`config.mk`:
```
export PLATFORM = sky130hd
export DESIGN_NAME = mmio_console_flat
export DESIGN_NICKNAME = d
export VERILOG_FILES = /design/src/rtl/mmio_console_if.sv /design/src/rtl/mmio_console.sv /design/src/flat_wrapper.sv
export SDC_FILE = /design/constraint.sdc
export NUM_CORES = 1
export LEC_CHECK = 0
export ABC_CLOCK_PERIOD_IN_PS = 4900
export CAP_MARGIN = 10
export CORE_MARGIN = 3
export CORE_UTILIZATION = 36
export CTS_BUF_LIST = sky130_fd_sc_hd__clkbuf_4 sky130_fd_sc_hd__clkbuf_8 sky130_fd_sc_hd__clkbuf_16
export DETAILED_ROUTE_END_ITERATION = 8
export GPL_ROUTABILITY_DRIVEN = 0
export GPL_TIMING_DRIVEN = 0
export HOLD_SLACK_MARGIN = 0.05
export SETUP_SLACK_MARGIN = 0.5
export SLEW_MARGIN = 20
export SYNTH_ARGS = -nofsm -noshare
export SYNTH_HDL_FRONTEND = slang
export SYNTH_SLANG_ARGS = --single-unit
```
`constraint.sdc`:
```
create_clock -name clk -period 4.9 [get_ports clk]
set_input_delay 1.225 -clock clk [delete_from_list [all_inputs] [get_ports clk]]
set_output_delay 1.225 -clock clk [all_outputs]
set_load 0.01 [all_outputs]
```
`src/rtl/mmio_console_if.sv`:
```
// CPU data-memory bus as seen by the console device: one read port and one write port.
// The master side issues requests, and the slave side returns read data and write acceptance.
interface mmio_console_if;
   logic        dmem_rready;
   logic [31:0] dmem_raddr;
   logic [31:0] dmem_rdata;
   logic        dmem_rvalid;
   logic        dmem_wready;
   logic [31:0] dmem_waddr;
   logic [31:0] dmem_wdata;
   logic [3:0]  dmem_wstrb;
   logic        dmem_wvalid;

   modport master (
      output dmem_rready, dmem_raddr, dmem_wready, dmem_waddr, dmem_wdata, dmem_wstrb,
      input  dmem_rdata, dmem_rvalid, dmem_wvalid
   );

   modport slave (
      input  dmem_rready, dmem_raddr, dmem_wready, dmem_waddr, dmem_wdata, dmem_wstrb,
      output dmem_rdata, dmem_rvalid, dmem_wvalid
   );
endinterface

```
`src/rtl/mmio_console.sv`:
```
// Memory-mapped console: PUTC/GETC/STATUS/EXIT words in the I/O page, TX FIFO to a byte sink,
// RX FIFO from a byte source, sticky exit flag with the first exit code.
module mmio_console #(
   parameter logic [31:0] BASE  = 32'h8000_0000,
   parameter int          DEPTH = 16
) (
   input  logic                clk,
   input  logic                resetb,
   mmio_console_if.slave       bus,
   output logic                tx_valid,
   input  logic                tx_ready,
   output logic [7:0]          tx_data,
   input  logic                rx_valid,
   output logic                rx_ready,
   input  logic [7:0]          rx_data,
   output logic                exit,
   output logic [31:0]         exit_code
);

   localparam int AW = $clog2(DEPTH);
   localparam int CW = AW + 1;
   localparam logic [CW-1:0] FULL_COUNT = CW'(DEPTH);

   localparam logic [7:0] OFF_PUTC   = 8'h1c;
   localparam logic [7:0] OFF_GETC   = 8'h20;
   localparam logic [7:0] OFF_STATUS = 8'h24;
   localparam logic [7:0] OFF_EXIT   = 8'h2c;

   logic [7:0]    txMem_q [DEPTH];
   logic [7:0]    rxMem_q [DEPTH];
   logic [AW-1:0] txHead_q, txHead_d, txTail_q, txTail_d;
   logic [AW-1:0] rxHead_q, rxHead_d, rxTail_q, rxTail_d;
   logic [CW-1:0] txCount_q, txCount_d, rxCount_q, rxCount_d;
   logic [31:0]   rdata_q, rdata_d;
   logic          alive_q;
   logic          exit_q;
   logic [31:0]   exitCode_q;

   logic rdHit, wrHit, putcReq, getcReq, exitWr;
   logic txFull, txEmpty, rxFull, rxEmpty;
   logic txPush, txPop, rxPush, rxPop;

   assign rdHit   = bus.dmem_raddr[31:8] == BASE[31:8];
   assign wrHit   = bus.dmem_waddr[31:8] == BASE[31:8];
   assign putcReq = bus.dmem_wready && wrHit && (bus.dmem_waddr[7:0] == OFF_PUTC) && bus.dmem_wstrb[0];
   assign getcReq = bus.dmem_rready && rdHit && (bus.dmem_raddr[7:0] == OFF_GETC);
   assign exitWr  = bus.dmem_wready && wrHit && (bus.dmem_waddr[7:0] == OFF_EXIT)
                    && (|bus.dmem_wstrb) && !exit_q;

   assign txFull  = txCount_q == FULL_COUNT;
   assign txEmpty = txCount_q == '0;
   assign rxFull  = rxCount_q == FULL_COUNT;
   assign rxEmpty = rxCount_q == '0;

   // A full TX FIFO refuses the push even if the sink frees a slot this same cycle.
   assign txPush = putcReq && !txFull;
   assign txPop  = tx_valid && tx_ready;
   assign rxPush = rx_valid && rx_ready;
   assign rxPop  = getcReq && !rxEmpty;

   assign bus.dmem_wvalid = !(putcReq && txFull);
   assign bus.dmem_rvalid = alive_q;
   assign bus.dmem_rdata  = rdata_q;
   assign tx_valid        = !txEmpty;
   assign tx_data         = txEmpty ? 8'h00 : txMem_q[txHead_q];
   assign rx_ready        = alive_q && !rxFull;
   assign exit            = exit_q;
   assign exit_code       = exitCode_q;

   always_comb begin
      rdata_d = rdata_q;
      if (bus.dmem_rready) begin
         rdata_d = 32'h0;
         if (rdHit) begin
            case (bus.dmem_raddr[7:0])
               OFF_GETC:   rdata_d = rxEmpty ? 32'hFFFF_FFFF : {24'h0, rxMem_q[rxHead_q]};
               OFF_STATUS: rdata_d = {8'h00, 8'(txCount_q), 8'(rxCount_q), 5'b0, rxEmpty, txEmpty, txFull};
               default:    rdata_d = 32'h0;
            endcase
         end
      end
   end

   always_comb begin
      txHead_d  = txPop  ? txHead_q + AW'(1) : txHead_q;
      txTail_d  = txPush ? txTail_q + AW'(1) : txTail_q;
      rxHead_d  = rxPop  ? rxHead_q + AW'(1) : rxHead_q;
      rxTail_d  = rxPush ? rxTail_q + AW'(1) : rxTail_q;
      txCount_d = txCount_q;
      rxCount_d = rxCount_q;
      case ({txPush, txPop})
         2'b10:   txCount_d = txCount_q + CW'(1);
         2'b01:   txCount_d = txCount_q - CW'(1);
         default: txCount_d = txCount_q;
      endcase
      case ({rxPush, rxPop})
         2'b10:   rxCount_d = rxCount_q + CW'(1);
         2'b01:   rxCount_d = rxCount_q - CW'(1);
         default: rxCount_d = rxCount_q;
      endcase
   end

   // alive_q marks the first clock after reset release; it gates rvalid and rx_ready.
   always_ff @(posedge clk or negedge resetb) begin
      if (!resetb) begin
         alive_q    <= 1'b0;
         rdata_q    <= 32'h0;
         txHead_q   <= '0;
         txTail_q   <= '0;
         rxHead_q   <= '0;
         rxTail_q   <= '0;
         txCount_q  <= '0;
         rxCount_q  <= '0;
         exit_q     <= 1'b0;
         exitCode_q <= 32'h0;
      end else begin
         alive_q   <= 1'b1;
         rdata_q   <= rdata_d;
         txHead_q  <= txHead_d;
         txTail_q  <= txTail_d;
         rxHead_q  <= rxHead_d;
         rxTail_q  <= rxTail_d;
         txCount_q <= txCount_d;
         rxCount_q <= rxCount_d;
         if (exitWr) begin
            exit_q     <= 1'b1;
            exitCode_q <= bus.dmem_wdata;
         end
      end
   end

   always_ff @(posedge clk) begin
      if (txPush) txMem_q[txTail_q] <= bus.dmem_wdata[7:0];
      if (rxPush) rxMem_q[rxTail_q] <= rx_data;
   end

endmodule
```
`src/flat_wrapper.sv`:
```
// flat-port wrapper written by rule: the top's interface ports become plain ports
module mmio_console_flat 
#(
   parameter logic [31:0] BASE  = 32'h8000_0000,
   parameter int          DEPTH = 16
)
  (clk, resetb, tx_valid, tx_ready, tx_data, rx_valid, rx_ready, rx_data, exit, exit_code, bus_dmem_rready, bus_dmem_raddr, bus_dmem_wready, bus_dmem_waddr, bus_dmem_wdata, bus_dmem_wstrb, bus_dmem_rdata, bus_dmem_rvalid, bus_dmem_wvalid);
  mmio_console_if bus_i ();
  input  logic clk;
  input  logic resetb;
  output logic tx_valid;
  input  logic tx_ready;
  output logic [7:0] tx_data;
  input  logic rx_valid;
  output logic rx_ready;
  input  logic [7:0] rx_data;
  output logic exit;
  output logic [31:0] exit_code;
  input wire logic [$bits(bus_i.dmem_rready)-1:0] bus_dmem_rready;
  input wire logic [$bits(bus_i.dmem_raddr)-1:0] bus_dmem_raddr;
  input wire logic [$bits(bus_i.dmem_wready)-1:0] bus_dmem_wready;
  input wire logic [$bits(bus_i.dmem_waddr)-1:0] bus_dmem_waddr;
  input wire logic [$bits(bus_i.dmem_wdata)-1:0] bus_dmem_wdata;
  input wire logic [$bits(bus_i.dmem_wstrb)-1:0] bus_dmem_wstrb;
  output wire logic [$bits(bus_i.dmem_rdata)-1:0] bus_dmem_rdata;
  output wire logic [$bits(bus_i.dmem_rvalid)-1:0] bus_dmem_rvalid;
  output wire logic [$bits(bus_i.dmem_wvalid)-1:0] bus_dmem_wvalid;
  assign bus_i.dmem_rready = bus_dmem_rready;
  assign bus_i.dmem_raddr = bus_dmem_raddr;
  assign bus_i.dmem_wready = bus_dmem_wready;
  assign bus_i.dmem_waddr = bus_dmem_waddr;
  assign bus_i.dmem_wdata = bus_dmem_wdata;
  assign bus_i.dmem_wstrb = bus_dmem_wstrb;
  assign bus_dmem_rdata = bus_i.dmem_rdata;
  assign bus_dmem_rvalid = bus_i.dmem_rvalid;
  assign bus_dmem_wvalid = bus_i.dmem_wvalid;
  mmio_console #(.BASE(BASE), .DEPTH(DEPTH)) u_core (.clk(clk), .resetb(resetb), .bus(bus_i), .tx_valid(tx_valid), .tx_ready(tx_ready), .tx_data(tx_data), .rx_valid(rx_valid), .rx_ready(rx_ready), .rx_data(rx_data), .exit(exit), .exit_code(exit_code));
endmodule
```
# Word-level counts from Yosys, hierarchy flattened
# Memory sizes are Yosys's and may differ from the RTL's.
# Cells that the tools add are included.
[word_totals]
reg_bits = 92
in_bits = 114
mem_count = 2
output_inout_bits = 77
ram_bits = 256
[op_classes]
n_addsub = 8
n_mux = 10
n_eq_ne = 12
reduce_logical = 25
[mem_list]
columns = ["memory", "depth", "word_bits", "rd", "rd_ports_with_merged_regs", "write_ports", "line_no", "rtl"]
rows = [
  ["u_core.rxMem_q", 16, 8, 1, 0, 1, "mmio_console.sv:30", "logic [7:0] rxMem_q [DEPTH];"],
  ["u_core.txMem_q", 16, 8, 1, 0, 1, "mmio_console.sv:29", "logic [7:0] txMem_q [DEPTH];"],
]
[ops]
columns = ["operator", "count"]
rows = [
  ["32-bit two-way mux", 2],
  ["32-bit case mux with 2 select lines", 1],
  ["24-bit == test (second input constant)", 2],
  ["8-bit by 6-bit == test with 1-bit output (second input constant)", 3],
  ["5-bit case mux with 2 select lines", 2],
  ["4-bit by 1-bit adder with 4-bit output (second input constant)", 4],
  ["1-bit logical AND", 14],
  ["5-bit by 1-bit adder with 5-bit output (second input constant)", 2],
  ["5-bit == test (second input constant)", 2],
  ["5-bit zero test", 2],
  ["5-bit by 1-bit subtractor with 5-bit output (second input constant)", 2],
  ["8-bit by 5-bit == test with 1-bit output (second input constant)", 1],
  ["8-bit two-way mux", 1],
  ["1-bit zero test", 6],
  ["2-bit by 1-bit == test with 1-bit output (second input constant)", 2],
  ["2-bit == test (second input constant)", 2],
  ["1-bit two-way mux", 4],
  ["2-bit nonzero test", 2],
  ["4-bit OR reduction", 1],
]

# Longest topological paths before layout
[logic_depth]
depth_word = 7
mapped_depth = 13

# Worst setup path after synthesis
# Ideal clock, no wire load.
[synth_path]
path_kind = "input to register"
startpoint = "input port bus_dmem_raddr[1]"
endpoint = "register u_core.rxCount_q[4]"
t_required_ps = 4821
arrival_ps = 3676
setup_ps = 79
path_slack_ps = 1144
stages = 13
cell_sequence = "nor4_1 nand2_1 nor3_2 nand2_1 inv_1 ha_1 inv_1 fa_1 nor2b_1 o21ai_0 and3_1 nor3_1 xor2_1"
[synth_via]
elab_chain_len = 5
[synth_rtl]
columns = ["item", "line_no", "rtl"]
rows = [
  ["start, declared", "flat_wrapper.sv:20", "input wire logic [$bits(bus_i.dmem_raddr)-1:0] bus_dmem_raddr;"],
  ["8-bit by 6-bit == test with 1-bit output (*)", "mmio_console.sv:46", "assign getcReq = bus.dmem_rready && rdHit && (bus.dmem_raddr[7:0] == OFF_GETC);"],
  ["1-bit logical AND (*)", "mmio_console.sv:46", ""],
  ["1-bit logical AND (*)", "mmio_console.sv:59", "assign rxPop = getcReq && !rxEmpty;"],
  ["net u_core.rxPop", "mmio_console.sv:41", "logic txPush, txPop, rxPush, rxPop;"],
  ["2-bit by 1-bit == test with 1-bit output or 2-bit == test (tied branches)", "mmio_console.sv:96", "case ({rxPush, rxPop})"],
  ["5-bit case mux with 2 select lines or 2-bit nonzero test (tied branches)", "n/a", ""],
  ["end signal, assigned", "mmio_console.sv:124", "rxCount_q <= rxCount_d;"],
  ["end, declared", "mmio_console.sv:33", "logic [CW-1:0] txCount_q, txCount_d, rxCount_q, rxCount_d;"],
]
# Mark *: on every way through the listed nets, which the timed path passes. The rest lies on a longest branch.
# A chain may end at the register's enable or synchronous reset.

# Worst setup path after layout
[layout_path]
startpoint = "register u_core.txHead_q[0]"
endpoint = "output port tx_data[6]"
[layout_via]
elab_chain_len = 2
[layout_rtl]
columns = ["item", "line_no", "rtl"]
rows = [
  ["start, declared", "mmio_console.sv:31", "logic [AW-1:0] txHead_q, txHead_d, txTail_q, txTail_d;"],
  ["start signal, assigned", "mmio_console.sv:119", "txHead_q <= txHead_d;"],
  ["memory read 16 x 8 bit", "n/a", ""],
  ["8-bit two-way mux", "mmio_console.sv:65", "assign tx_data = txEmpty ? 8'h00 : txMem_q[txHead_q];"],
  ["end, declared", "flat_wrapper.sv:13", "output logic [7:0] tx_data;"],
]
# Every way passes these cells.

==> out/metrics.cfg <==
[timing]
fin_crit_sh_pct=86.89
whs_ns=0.4865
finalSetupTns_ns=0
finalSetupViolCount=0
hold_viol=0
slew_headroom_pct=35.20
period_needed_ns=4.258
timing.fmax_mhz=234.9
rsz0062_at_grt=false
skew_ns=0.01879
worst_pin_slew_ns=0.9598
slew_violations=0

[detailed_routing]
dr.pass1.iters=5
vias=7704
drt-total-wl_um=31560
drt_iter0_drc=501
wl_per_cell_um=20.62
drc=0
drtAntennaViolNets=0
via_per_inst=5.035

[floorplanning]
rows=71
io_pins=191
start_util_pct=36.89
dieHeight_um=203.4
fp.dieArea_um2=41370
die_w_um=203.4
core_area_um2=38020

[logic_synthesis]
avgSynthCellArea_um2=18.48
ys_seq_elements=335
synthMuxAreaShare_pct=15.15
synth_top_area_share_pct=54.81
synth_cells=759
synth_edf_count=256
synth_cell_types=62
synth_compound_area_share_pct=3.408
synth_top_family_by_area=multiplexers
ys.flop_type=edfxtp_1
synth_area_leaders=edfxtp_1, dfrtp_1, mux4_2
yosysSeqAreaShare_pct=68.90
yosys.area.top_type=edfxtp_1
ys.warnings.count=0
synthArstFlopShare_pct=23.58
synth-xor-area-share_pct=1.436
synthAdderAreaFrac_pct=1.659
synth-simple-area-share_pct=6.744
synth_fp_nets=891
syn-cell-area_um2=14030

[layout]
fillers=3313
final_common_cell=edfxtp_1
area_delta_synth_final_pct=27.39
layout_common_cells=edfxtp_1, clkdlybuf4s50_1, dfrtp_1, mux4_2, clkbuf_16
fin_util_pct=46.99
drive_gt1_share_pct=21.49
finalNetCount=1124
insertedDiodeCount=0

[global_route]
grt_usage_pct=15.38
first_global_vias=8227
grt_max_degree=42
antenna_found_initial=0
grt.overflow.total=0
grt_pass1_wl_um=48760

[clock_network]
numClockSinks=335
clock_latency_ns=0.54
ctsHoldBuffers=0
cts_root_buf=clkbuf_16
cts.clk_slew.worst_paths_ns=0.06
cts_buffer_depth=3
cts_htree_levels=2
cts_tree=built
cts_buffers=37

[worst_setup_path]
cp_data_required_time_ns=3.67
crit_arrival_ns=3.03
crit_path_end_kind=output pin
crit_fanout=10
cp-start-kind=flop
criticalPathCategory=flop to output pin

[power]
comb_power_share_pct=19.1
p_clk_share_pct=36.8
p_per_area_nw_per_um2=416.4
swShare_pct=24.69
power_frac_seq_pct=44.1
internal_power_mw=5.603
peakVddDrop_uv=348.6
p_leak_nw=6.292
power_switching_mw=1.837

[outcome]
status=complete, no violations

[flow_run]
max_cap_viol_count=0

[place]
port_buffers=190
hpwlAfterDp_um=22150

[hold_path]
hold_path.class=flop to flop

[layout make-up]
cell class	instances	area [um^2]	share of cell area, %
repair buffers	194	1941	10.86
clock inverters	12	117.6	0.6583
clock buffers	54	1091	6.106
plain buffers	50	326.6	1.828
multi-input cells	358	4028	22.54
flip-flops and latches	335	9664	54.09
well taps	511	639.4	3.578
inverters	16	60.06	0.3361
[synth_stat cells (all sizes together), types with 2 or more instances]
library cell,instances
or2,2
o21ai,13
dfrtp,79
a21o,2
xor2,9
nor3b,2
nor4,15
nand2b,3
and2,22
nand3,11
nor2b,13
clkinv,2
a32o,2
a21oi,9
inv,14
a22o,5
nor2,11
edfxtp,256
a211oi,2
nor4b,8
mux2,35
nor3,6
a22oi,8
and4b,8
nand3b,2
mux4,64
buf,35
nand4,6
nand2,15
mux2i,18
a221o,5
clkbuf,15
o2bb2ai,6
and3,4
and4,4
a221oi,7
xnor2,14
ha,17
[sequential cells by signal, summed over array words and instances (netlist names), 4 cells and up]
signal / flops
u_core.rxCount_q: 5
u_core.rxMem_q: 128
u_core.exit_code: 32
u_core.txMem_q: 128
u_core.bus.dmem_rdata: 19
u_core.txCount_q: 5
u_core.rxTail_q: 4
u_core.txHead_q: 4
u_core.txTail_q: 4
u_core.rxHead_q: 4
[through the flow]
step	cell area, um^2	setup slack, ns	total power [mW]	std cells
after floorplan	14030	1.144	4.218	759
after global placement	16570	-0.5011	4.772	1460
after detailed placement	16620	-0.1713	4.785	1461
after CTS	17850	0.5187	7.548	1528
after global routing	17870	0.5193	7.772	1530
final	17870	0.6424	7.440	1530
[layer usage]
layer / GRT usage (%) / vias to the layer above / part of all wire [%]
li1: - / 3482 / -
met4: 4.130 / 0 / 1.8
met5: 0 / - / 0
met3: 3.464 / 41 / 5.1
met1: 20.04 / 3989 / 42
met2: 26.15 / 192 / 51
[worst paths after layout]
| kind | startpoint | depth (start not counted) | endpoint | slack, ns |
|---|---|---|---|---|
| min in group asynchronous | resetb | 1 | u_core.exit_code[14] | 0.67 |
| setup / recovery | u_core.txHead_q[0] | 6 | tx_data[6] | 0.64 |
| hold / removal | u_core.bus.dmem_rdata[8] | 1 | u_core.bus.dmem_rdata[8] | 0.49 |
| setup reg to reg | u_core.rxCount_q[1] | 13 | u_core.rxCount_q[4] | 1.51 |
| max in group asynchronous | resetb | 2 | u_core.rxTail_q[1] | 3.59 |
| hold reg to reg | u_core.bus.dmem_rdata[8] | 1 | u_core.bus.dmem_rdata[8] | 0.49 |
[power by group through the flow]
stage	Clock [mW]	Sequential (mW)	Combinational (mW)
floorplan	0	3.31	0.905
global placement	0	3.33	1.44
detailed placement	0	3.34	1.45
CTS	2.81	3.28	1.46
global route	2.92	3.30	1.55
finish	2.74	3.28	1.42
[timing repair]
action                                  in CTS  in global routing
buffers inserted                             1                  2
endpoints found under the setup margin      10                 10
pin swaps                                    1                  1
resized for setup                            7                  3
[kinds of logic after synthesis]
logic type | after synthesis
simple gates | 134
xor+xnor | 23
compound gates | 65
flops | 335
buf+inv | 66
fa+ha+maj | 18
other cells | 1
mux | 117
[critical path: stages, from the launching register on]
cell	delay, ns
dfrtp_1	0.36
clkbuf_4	0.23
buf_6	0.23
mux4_2	0.55
mux4_2	0.48
nor2b_1	0.14
clkdlybuf4s50_1	0.49
No activity file was read; power rests on OpenSTA's default activity.
